$ cat src/rtl/unsigned_16by8_div.sv
// Sequential unsigned restoring divider: 16-bit dividend / 8-bit divisor,
// one quotient bit per cycle, valid/ready handshakes on both sides.
module unsigned_16by8_div (
    input  logic        clk,
    input  logic        rst,
    input  logic        in_valid,
    output logic        in_ready,
    input  logic [15:0] dividend,
    input  logic [7:0]  divisor,
    output logic        out_valid,
    input  logic        out_ready,
    output logic [15:0] quotient,
    output logic [7:0]  remainder,
    output logic        div_by_zero
);

    typedef enum logic [1:0] {
        IDLE,
        CALC,
        DONE
    } state_t;

    state_t      state_q, state_d;
    logic [15:0] dvd_shift_q, dvd_shift_d;
    logic [7:0]  divisor_q, divisor_d;
    logic [8:0]  part_rem_q, part_rem_d;
    logic [3:0]  count_q, count_d;
    logic [15:0] quotient_q, quotient_d;
    logic [7:0]  remainder_q, remainder_d;
    logic        dbz_q, dbz_d;

    logic [8:0]  p;
    logic        ge;
    logic [8:0]  step_rem;
    logic [15:0] step_quo;

    always_ff @(posedge clk) begin
        if (rst) begin
            state_q     <= IDLE;
            dvd_shift_q <= '0;
            divisor_q   <= '0;
            part_rem_q  <= '0;
            count_q     <= '0;
            quotient_q  <= '0;
            remainder_q <= '0;
            dbz_q       <= 1'b0;
        end else begin
            state_q     <= state_d;
            dvd_shift_q <= dvd_shift_d;
            divisor_q   <= divisor_d;
            part_rem_q  <= part_rem_d;
            count_q     <= count_d;
            quotient_q  <= quotient_d;
            remainder_q <= remainder_d;
            dbz_q       <= dbz_d;
        end
    end

    // Quotient bits shift into the dividend register as dividend bits leave it.
    always_comb begin
        state_d     = state_q;
        dvd_shift_d = dvd_shift_q;
        divisor_d   = divisor_q;
        part_rem_d  = part_rem_q;
        count_d     = count_q;
        quotient_d  = quotient_q;
        remainder_d = remainder_q;
        dbz_d       = dbz_q;

        p        = {part_rem_q[7:0], dvd_shift_q[15]};
        ge       = (p >= {1'b0, divisor_q});
        step_rem = ge ? (p - {1'b0, divisor_q}) : p;
        step_quo = {dvd_shift_q[14:0], ge};

        case (state_q)
            IDLE: begin
                if (in_valid) begin
                    dvd_shift_d = dividend;
                    divisor_d   = divisor;
                    part_rem_d  = '0;
                    count_d     = 4'd15;
                    state_d     = CALC;
                end
            end
            CALC: begin
                dvd_shift_d = step_quo;
                part_rem_d  = step_rem;
                if (count_q == 4'd0) begin
                    // With a zero divisor the low remainder byte naturally equals dividend[7:0].
                    quotient_d  = (divisor_q == 8'd0) ? 16'hFFFF : step_quo;
                    remainder_d = step_rem[7:0];
                    dbz_d       = (divisor_q == 8'd0);
                    state_d     = DONE;
                end else begin
                    count_d = count_q - 4'd1;
                end
            end
            DONE: begin
                if (out_ready) begin
                    state_d = IDLE;
                end
            end
            default: begin
                state_d = IDLE;
            end
        endcase
    end

    assign in_ready    = (state_q == IDLE);
    assign out_valid   = (state_q == DONE);
    assign quotient    = quotient_q;
    assign remainder   = remainder_q;
    assign div_by_zero = dbz_q;

endmodule

$ cat config.mk
export PLATFORM = sky130hd
export DESIGN_NAME = unsigned_16by8_div
export DESIGN_NICKNAME = d
export VERILOG_FILES = /design/src/rtl/unsigned_16by8_div.sv
export SDC_FILE = /design/constraint.sdc
export NUM_CORES = 1
export LEC_CHECK = 0
export CORE_MARGIN = 1
export CORE_UTILIZATION = 40
export DETAILED_ROUTE_END_ITERATION = 10
export GPL_TIMING_DRIVEN = 0
export PLACE_DENSITY = 0.64
export SLEW_MARGIN = 20
export SYNTH_ARGS = -nofsm -noshare
export SYNTH_HDL_FRONTEND = slang
export SYNTH_SLANG_ARGS = --single-unit
$ cat constraint.sdc
create_clock -name clk -period 3.7 [get_ports clk]
set_clock_uncertainty 0.15 [all_clocks]
set_input_delay 0.555 -clock clk [delete_from_list [all_inputs] [get_ports clk]]
set_output_delay 0.555 -clock clk [all_outputs]
set_load 0.05 [all_outputs]
==> results.sh, run 1 <==
export IMPL_status="complete, no violations"
export IMPL_cpPeakStageDelay_ns=0.36
export IMPL_finalPower_mw=1.995
export IMPL_cpMostUsedCell="buf_6"
export IMPL_synth_cell_types=42
export IMPL_netlist_instances=331
export IMPL_core_area_mm2=0.006832
export IMPL_drc=0
export IMPL_grt_pass1_vias=2469
export IMPL_area_delta_synth_final_pct=29.06
export IMPL_leakage_nw=1.373
export IMPL_grtUsageTotal=0.2066
export IMPL_dieHeight_um=86.29
export IMPL_final_nets=433
export IMPL_path_clk_slew_ns=0.07
export IMPL_post_cts_buffers=0
export IMPL_gp_congestion=0.8172
export IMPL_synth_top_area_frac=0.4439
export IMPL_yosys_warnings=0
export IMPL_cts_buffers=9
export IMPL_cts_resized=0
export IMPL_critPathKind="register to register"
export IMPL_hold_viol=0
export IMPL_cts_htree_levels=3
export IMPL_drive_above_1_share=0.06250
export IMPL_pin_count=55
export IMPL_die_x_um=86.29
export IMPL_cts_buffer_depth=2
export IMPL_dp_hpwl_um=5301
export IMPL_tns_ns=0
export IMPL_postLayoutCellArea_mm2=0.003667
export IMPL_synth_area_mm2=0.002841
export IMPL_cts_hold_buf=0
export IMPL_path_delay_family="compound AO/OA/AOI/OAI gates"
export IMPL_required_ns=3.75
export IMPL_antenna_found_initial=0
export IMPL_min_period_ns=2.546
export IMPL_drv_slew=0
export IMPL_netlist_top_cells_area="dfxtp_1 (44%), nand2_1 (8.9%), o221a_1 (5.9%)"
export IMPL_yosysMostFrequentCell="nand2_1"
export IMPL_ys_flop_type="dfxtp_1"
export IMPL_grt_pass1_wl_um=11870
export IMPL_dpl_cell_area_mm2=0.003492
export IMPL_port_buffers=53
export IMPL_critPathMaxFanout=10
export IMPL_dr_first_iter_drc_count=141
export IMPL_crit_chain="inv_1, ha_1, o21a_1, o21ai_0, nor3b_2, or2_1, buf_6, buf_6, mux2i_1, a21oi_1"
export IMPL_setup_violations=0
export IMPL_final_core_util=0.5368
export IMPL_synthArstFlopShare=0
export IMPL_clock_latency_ns=0.33
export IMPL_cap_violations=0
export IMPL_hold_path_class="register to register"
export IMPL_finalCritPeriodShare=0.6881
export IMPL_clock_sinks=63
export IMPL_synth_top_cells_by_count="nand2_1 (67), dfxtp_1 (63), nor2_1 (29)"
export IMPL_routed_wl_um=6972
export IMPL_post_synth_top_area_cell="dfxtp_1"
export IMPL_slowest_stage="dfxtp_1"
export IMPL_grt_max_degree=12
export IMPL_power_density_mw_per_mm2=544.0
export IMPL_slew_headroom=0.6258
export IMPL_n_antenna_cell=0
export IMPL_setup_ws_ns=1.154
export IMPL_tightestPinTransition_ns=0.5592
export IMPL_drt_pass1_iter_count=4
export IMPL_rows=30
export IMPL_synth_edff_count=0
export IMPL_dp_slack_ns=1.207
export IMPL_clock_fmax_mhz=392.8
export IMPL_worst_path_buf_inv=3
export IMPL_cts_tree="built"
export IMPL_syn_nets=369
export IMPL_dieArea_mm2=0.007445
export IMPL_rsz0062_at_grt="no"
export IMPL_clock_root_buffer="clkbuf_8"
export IMPL_critPathCaptureType="register"
export IMPL_crit_path_start_kind="register"
export IMPL_ys_ff_latch=63
export IMPL_grt_overflow_total=0
export IMPL_num_vias=2579
export IMPL_ys_seq_area_frac=0.4439
export IMPL_avgSynthCellArea_um2=8.585
export IMPL_irDropWorstVdd_uv=303.5
export IMPL_fill_cells=689
export IMPL_initial_utilization=0.4159
export IMPL_ant_nets=0
export IMPL_viasPerCell=5.200
export IMPL_worst_endpoint_arrival_ns=2.59
export IMPL_wire_per_inst_um=14.06
[layer usage]
metal | GRT usage | up-vias | wire, um
li1 | - | 1311 | -
met1 | 0.2856 | 1200 | 3489
met2 | 0.3175 | 58 | 3115
met3 | 0.05429 | 10 | 263
met4 | 0.05909 | 0 | 102
met5 | 0 | - | 0
[final timing paths]
check / to / slack [ns] / cells after the start / start
max: remainder[3]$_SDFFE_PP0P_ / 1.15 / 10 / divisor_q[5]$_SDFFE_PP0P_
min: remainder[7]$_SDFFE_PP0P_ / 0.32 / 2 / remainder[7]$_SDFFE_PP0P_
max reg2reg: remainder[3]$_SDFFE_PP0P_ / 1.15 / 10 / divisor_q[5]$_SDFFE_PP0P_
min reg2reg: remainder[7]$_SDFFE_PP0P_ / 0.32 / 2 / remainder[7]$_SDFFE_PP0P_
[power by group]
group | internal [mW] | total [mW] | switching, mW
logic | 0.276 | 0.670 | 0.394
clock network | 0.260 | 0.522 | 0.262
registers | 0.749 | 0.803 | 0.0544
[final cells by class]
class	instances	area [um2]	share of cell area
multi-input combinational	234	1435	0.3913
sequential	63	1261	0.3439
timing repair buffer	53	530.5	0.1447
clock buffer	11	141.4	0.03855
tap	96	120.1	0.03275
buffer	20	92.59	0.02525
inverter	14	52.55	0.01433
clock inverter	5	33.78	0.009212
[cell families after synthesis]
logic type	after synthesis	share of synthesized area
compound gates	88	0.2254
xor+xnor	6	0.01849
fa+ha+maj	10	0.04668
buf+inv	34	0.05108
flops	63	0.4439
mux	6	0.02114
simple gates	124	0.1933
[metrics by stage]
stage          hold WS [ns]  cells
2_1_floorplan        0.2900    331
3_3_place_gp         0.2991    480
3_5_place_dp         0.3073    480
4_1_cts              0.3158    496
5_1_grt              0.3382    496
6_report             0.3162    496
[tightest hold or removal path, cell delays in order, from the launching register on]
cell	delay [ns]
dfxtp_1	0.31
nand2_1	0.05
a21oi_1	0.06
[cells in the final DEF, fill, tap and decap left out, drive strengths merged, types with 4 or more instances in the layout]
cell type and n:
nand2 67, dfxtp 63, clkdlybuf4s50 53, nor2 29
clkbuf 26, a21oi 24, o21ai 18, a311oi 15
o221a 15, inv 14, ha 9, nor3 7
a211oi 6, mux2i 6, buf 5, nand2b 4
nor4 4, xnor2 4, nand3 4
[sequential cells by signal, indices dropped and copies added (netlist names)]
name and cells:
remainder 8, divisor_q 8, state_q 2, quotient 16, dvd_shift_q 16, part_rem_q 8
count_q 4, div_by_zero 1
(Power assumes the default switching activity.)
==> inputs of run 2 (changes only) <==
--- a/config.mk
+++ b/config.mk
@@ -9,7 +9,7 @@
 export CORE_UTILIZATION = 40
 export DETAILED_ROUTE_END_ITERATION = 10
 export GPL_TIMING_DRIVEN = 0
-export PLACE_DENSITY = 0.64
+export PLACE_DENSITY = 0.67
 export SLEW_MARGIN = 20
 export SYNTH_ARGS = -nofsm -noshare
 export SYNTH_HDL_FRONTEND = slang
==> constraint.sdc (replaced) <==
create_clock -name clk -period 2.2 [get_ports clk]
set_clock_uncertainty 0.15 [all_clocks]
set_input_delay 0.33 -clock clk [delete_from_list [all_inputs] [get_ports clk]]
set_output_delay 0.33 -clock clk [all_outputs]
set_load 0.05 [all_outputs]
==> run 2 against run 1 <==
The run now ends with negative setup slack left. Count of clock-buffer cells in the layout did not move. Routed wire length rose by 14%. Combinational power rose by 130%. Sequential share of layout area fell by 2.7 points. Via count rose by 4.8%. Worst hold slack got worse by 0.019 ns. Sequential power rose by 72%. Critical path type unchanged. Highest routed layer unchanged.
==> results.sh, run 2 (synthesis gave the netlist of run 1 again) <==
export IMPL_status="complete, but fails checks"
export IMPL_violations="negative setup slack"
export IMPL_setup_violations=6
export IMPL_dieHeight_um=86.29
export IMPL_sw_frac_of_total=0.3484
export IMPL_ant_nets=0
export IMPL_area_delta_synth_final_pct=41.44
export IMPL_power_density_mw_per_mm2=987.4
export IMPL_finalCritPeriodShare=1.012
export IMPL_min_period_ns=2.226
export IMPL_worst_hold_slack_ns=0.2970
export IMPL_grt_max_degree=13
export IMPL_hold_viol=0
export IMPL_regToRegSetupSlack_ns=-0.03
export IMPL_initial_utilization=0.4159
export IMPL_num_vias=2704
export IMPL_core_area_mm2=0.006832
export IMPL_tightestPinTransition_ns=0.5967
export IMPL_grt_overflow_total=0
export IMPL_slowest_stage="dfxtp_1"
export IMPL_rr_worst_depth=9
export IMPL_gp_congestion=0.8193
export IMPL_critPathCaptureType="register"
export IMPL_drv_slew=0
export IMPL_min_path_cells=2
export IMPL_cts_buffer_depth=2
export IMPL_hold_path_class="primary input to register"
export IMPL_fin_cells=509
export IMPL_die_x_um=86.29
export IMPL_cap_violations=0
export IMPL_cpPeakStageDelay_ns=0.43
export IMPL_crit_chain="ha_4, o21a_1, o21ai_0, nor3b_2, or2_1, buf_6, buf_12, mux2i_4, a21oi_1"
export IMPL_mostFrequentLayoutCells="nand2_1 (67), dfxtp_1 (53), clkdlybuf4s50_1 (51)"
export IMPL_p_seq_frac=0.348
export IMPL_routed_wl_um=7932
export IMPL_pin_count=55
export IMPL_grt_pass1_wl_um=12540
export IMPL_critPathKind="register to register"
export IMPL_worst_endpoint_arrival_ns=2.29
export IMPL_clockPowerShare=0.270
export IMPL_cts_hold_buf=0
export IMPL_wire_per_inst_um=15.58
export IMPL_cts_buffers=9
export IMPL_dp_hpwl_um=5297
export IMPL_required_ns=2.26
export IMPL_p_comb_frac=0.382
export IMPL_dp_slack_ns=-0.1984
export IMPL_leakage_nw=1.485
export IMPL_clock_root_buffer="clkbuf_8"
export IMPL_irDropWorstVdd_uv=391.4
export IMPL_drt_pass1_iter_count=4
export IMPL_slew_headroom=0.6022
export IMPL_setup_ws_ns=-0.02589
export IMPL_dr_first_iter_drc_count=93
export IMPL_rsz0062_at_grt="yes"
export IMPL_mostFrequentLayoutCell="nand2_1"
export IMPL_dieArea_mm2=0.007445
export IMPL_n_antenna_cell=0
export IMPL_port_buffers=53
export IMPL_critPathMaxFanout=7
export IMPL_crit_path_start_kind="register"
export IMPL_grtUsageTotal=0.2183
export IMPL_clock_latency_ns=0.34
export IMPL_drive_above_1_share=0.1768
export IMPL_viasPerCell=5.312
export IMPL_p_sw_mw=1.382
export IMPL_final_core_util=0.5883
export IMPL_antenna_found_initial=0
export IMPL_rows=30
export IMPL_path_clk_slew_ns=0.07
export IMPL_drc=0
export IMPL_intPower_mw=2.586
export IMPL_cts_tree="built"
export IMPL_final_nets=446
export IMPL_placedCellCount=480
export IMPL_clock_sinks=63
export IMPL_grt_pass1_vias=2533
export IMPL_cts_htree_levels=3
export IMPL_finalPower_mw=3.968
export IMPL_clock_fmax_mhz=449.3
==> run 2: changes by cell type in the layout (fill, tap and decap cells not counted), moves of 3 or more <==
cell     change
mux2i_4      +3
buf_4       +12
inv_2        +7
ha_1         -7
ha_4         +7
mux2i_1      -4
dfxtp_2     +10
inv_1        -7
dfxtp_1     -10
==> run 2: metrics by stage <==
stage / instance area (um2) / TNS (ns)
3_5_place_dp: 3492 / -1.698
4_1_cts: 3884 / 0
5_1_grt: 4019 / -1.430
2_1_floorplan: 2841 / 0
6_report: 4019 / -0.1011
3_3_place_gp: 3492 / -1.742
==> run 2: per-layer routing <==
layer / part of all wire / GRT usage / vias up
met4: 0.023 / 0.09242 / 0
met3: 0.033 / 0.04190 / 15
met2: 0.47 / 0.3413 / 64
met5: 0 / 0 / -
met1: 0.48 / 0.2951 / 1286
li1: - / - / 1339
==> run 2: final timing paths <==
path                                                  from                      endpoint
worst max-delay path            part_rem_q[4]$_SDFFE_PP0P_     remainder[3]$_SDFFE_PP0P_
worst min register to register   remainder[7]$_SDFFE_PP0P_     remainder[7]$_SDFFE_PP0P_
worst min-delay path                                   rst  dvd_shift_q[15]$_SDFFE_PP0P_
worst max register to register  part_rem_q[4]$_SDFFE_PP0P_     remainder[3]$_SDFFE_PP0P_
==> run 2: power by group through the flow <==
| stage | Combinational, mW | Sequential [mW] | Clock, mW |
|---|---|---|---|
| floorplan | 0.704 | 1.48 | 0 |
| global placement | 1.10 | 1.38 | 0 |
| detailed placement | 1.11 | 1.39 | 0 |
| CTS | 1.33 | 1.37 | 1.08 |
| global route | 1.62 | 1.39 | 1.14 |
| finish | 1.51 | 1.38 | 1.07 |
==> run 2: critical path, delay by kind of cell, from the launching register on <==
kind,cells,cell delay (ns)
AOI/OAI and AO/OA,3,0.38
muxes,1,0.24
adders and majority gates,1,0.25
DFF,1,0.43
and+or+nand+nor,2,0.36
buffers and inverters,2,0.29
==> run 2: repair_timing <==
action | CTS | global route
endpoints found under the setup margin | 19 | 24
gates cloned | 0 | 1
gates resized for setup | 29 | 16
buffers inserted | 5 | 7
pin swaps | 5 | 9
==> run 2: area by class of cell <==
| class | instances | area [um2] |
|---|---|---|
| plain buffers | 20 | 101.3 |
| inverters | 14 | 52.55 |
| well taps | 96 | 120.1 |
| flip-flops and latches | 63 | 1274 |
| clock buffers | 11 | 151.4 |
| repair buffers | 66 | 643.1 |
| clock inverters | 5 | 62.56 |
| multi-input cells | 234 | 1614 |
| fillers | 600 | 2813 |
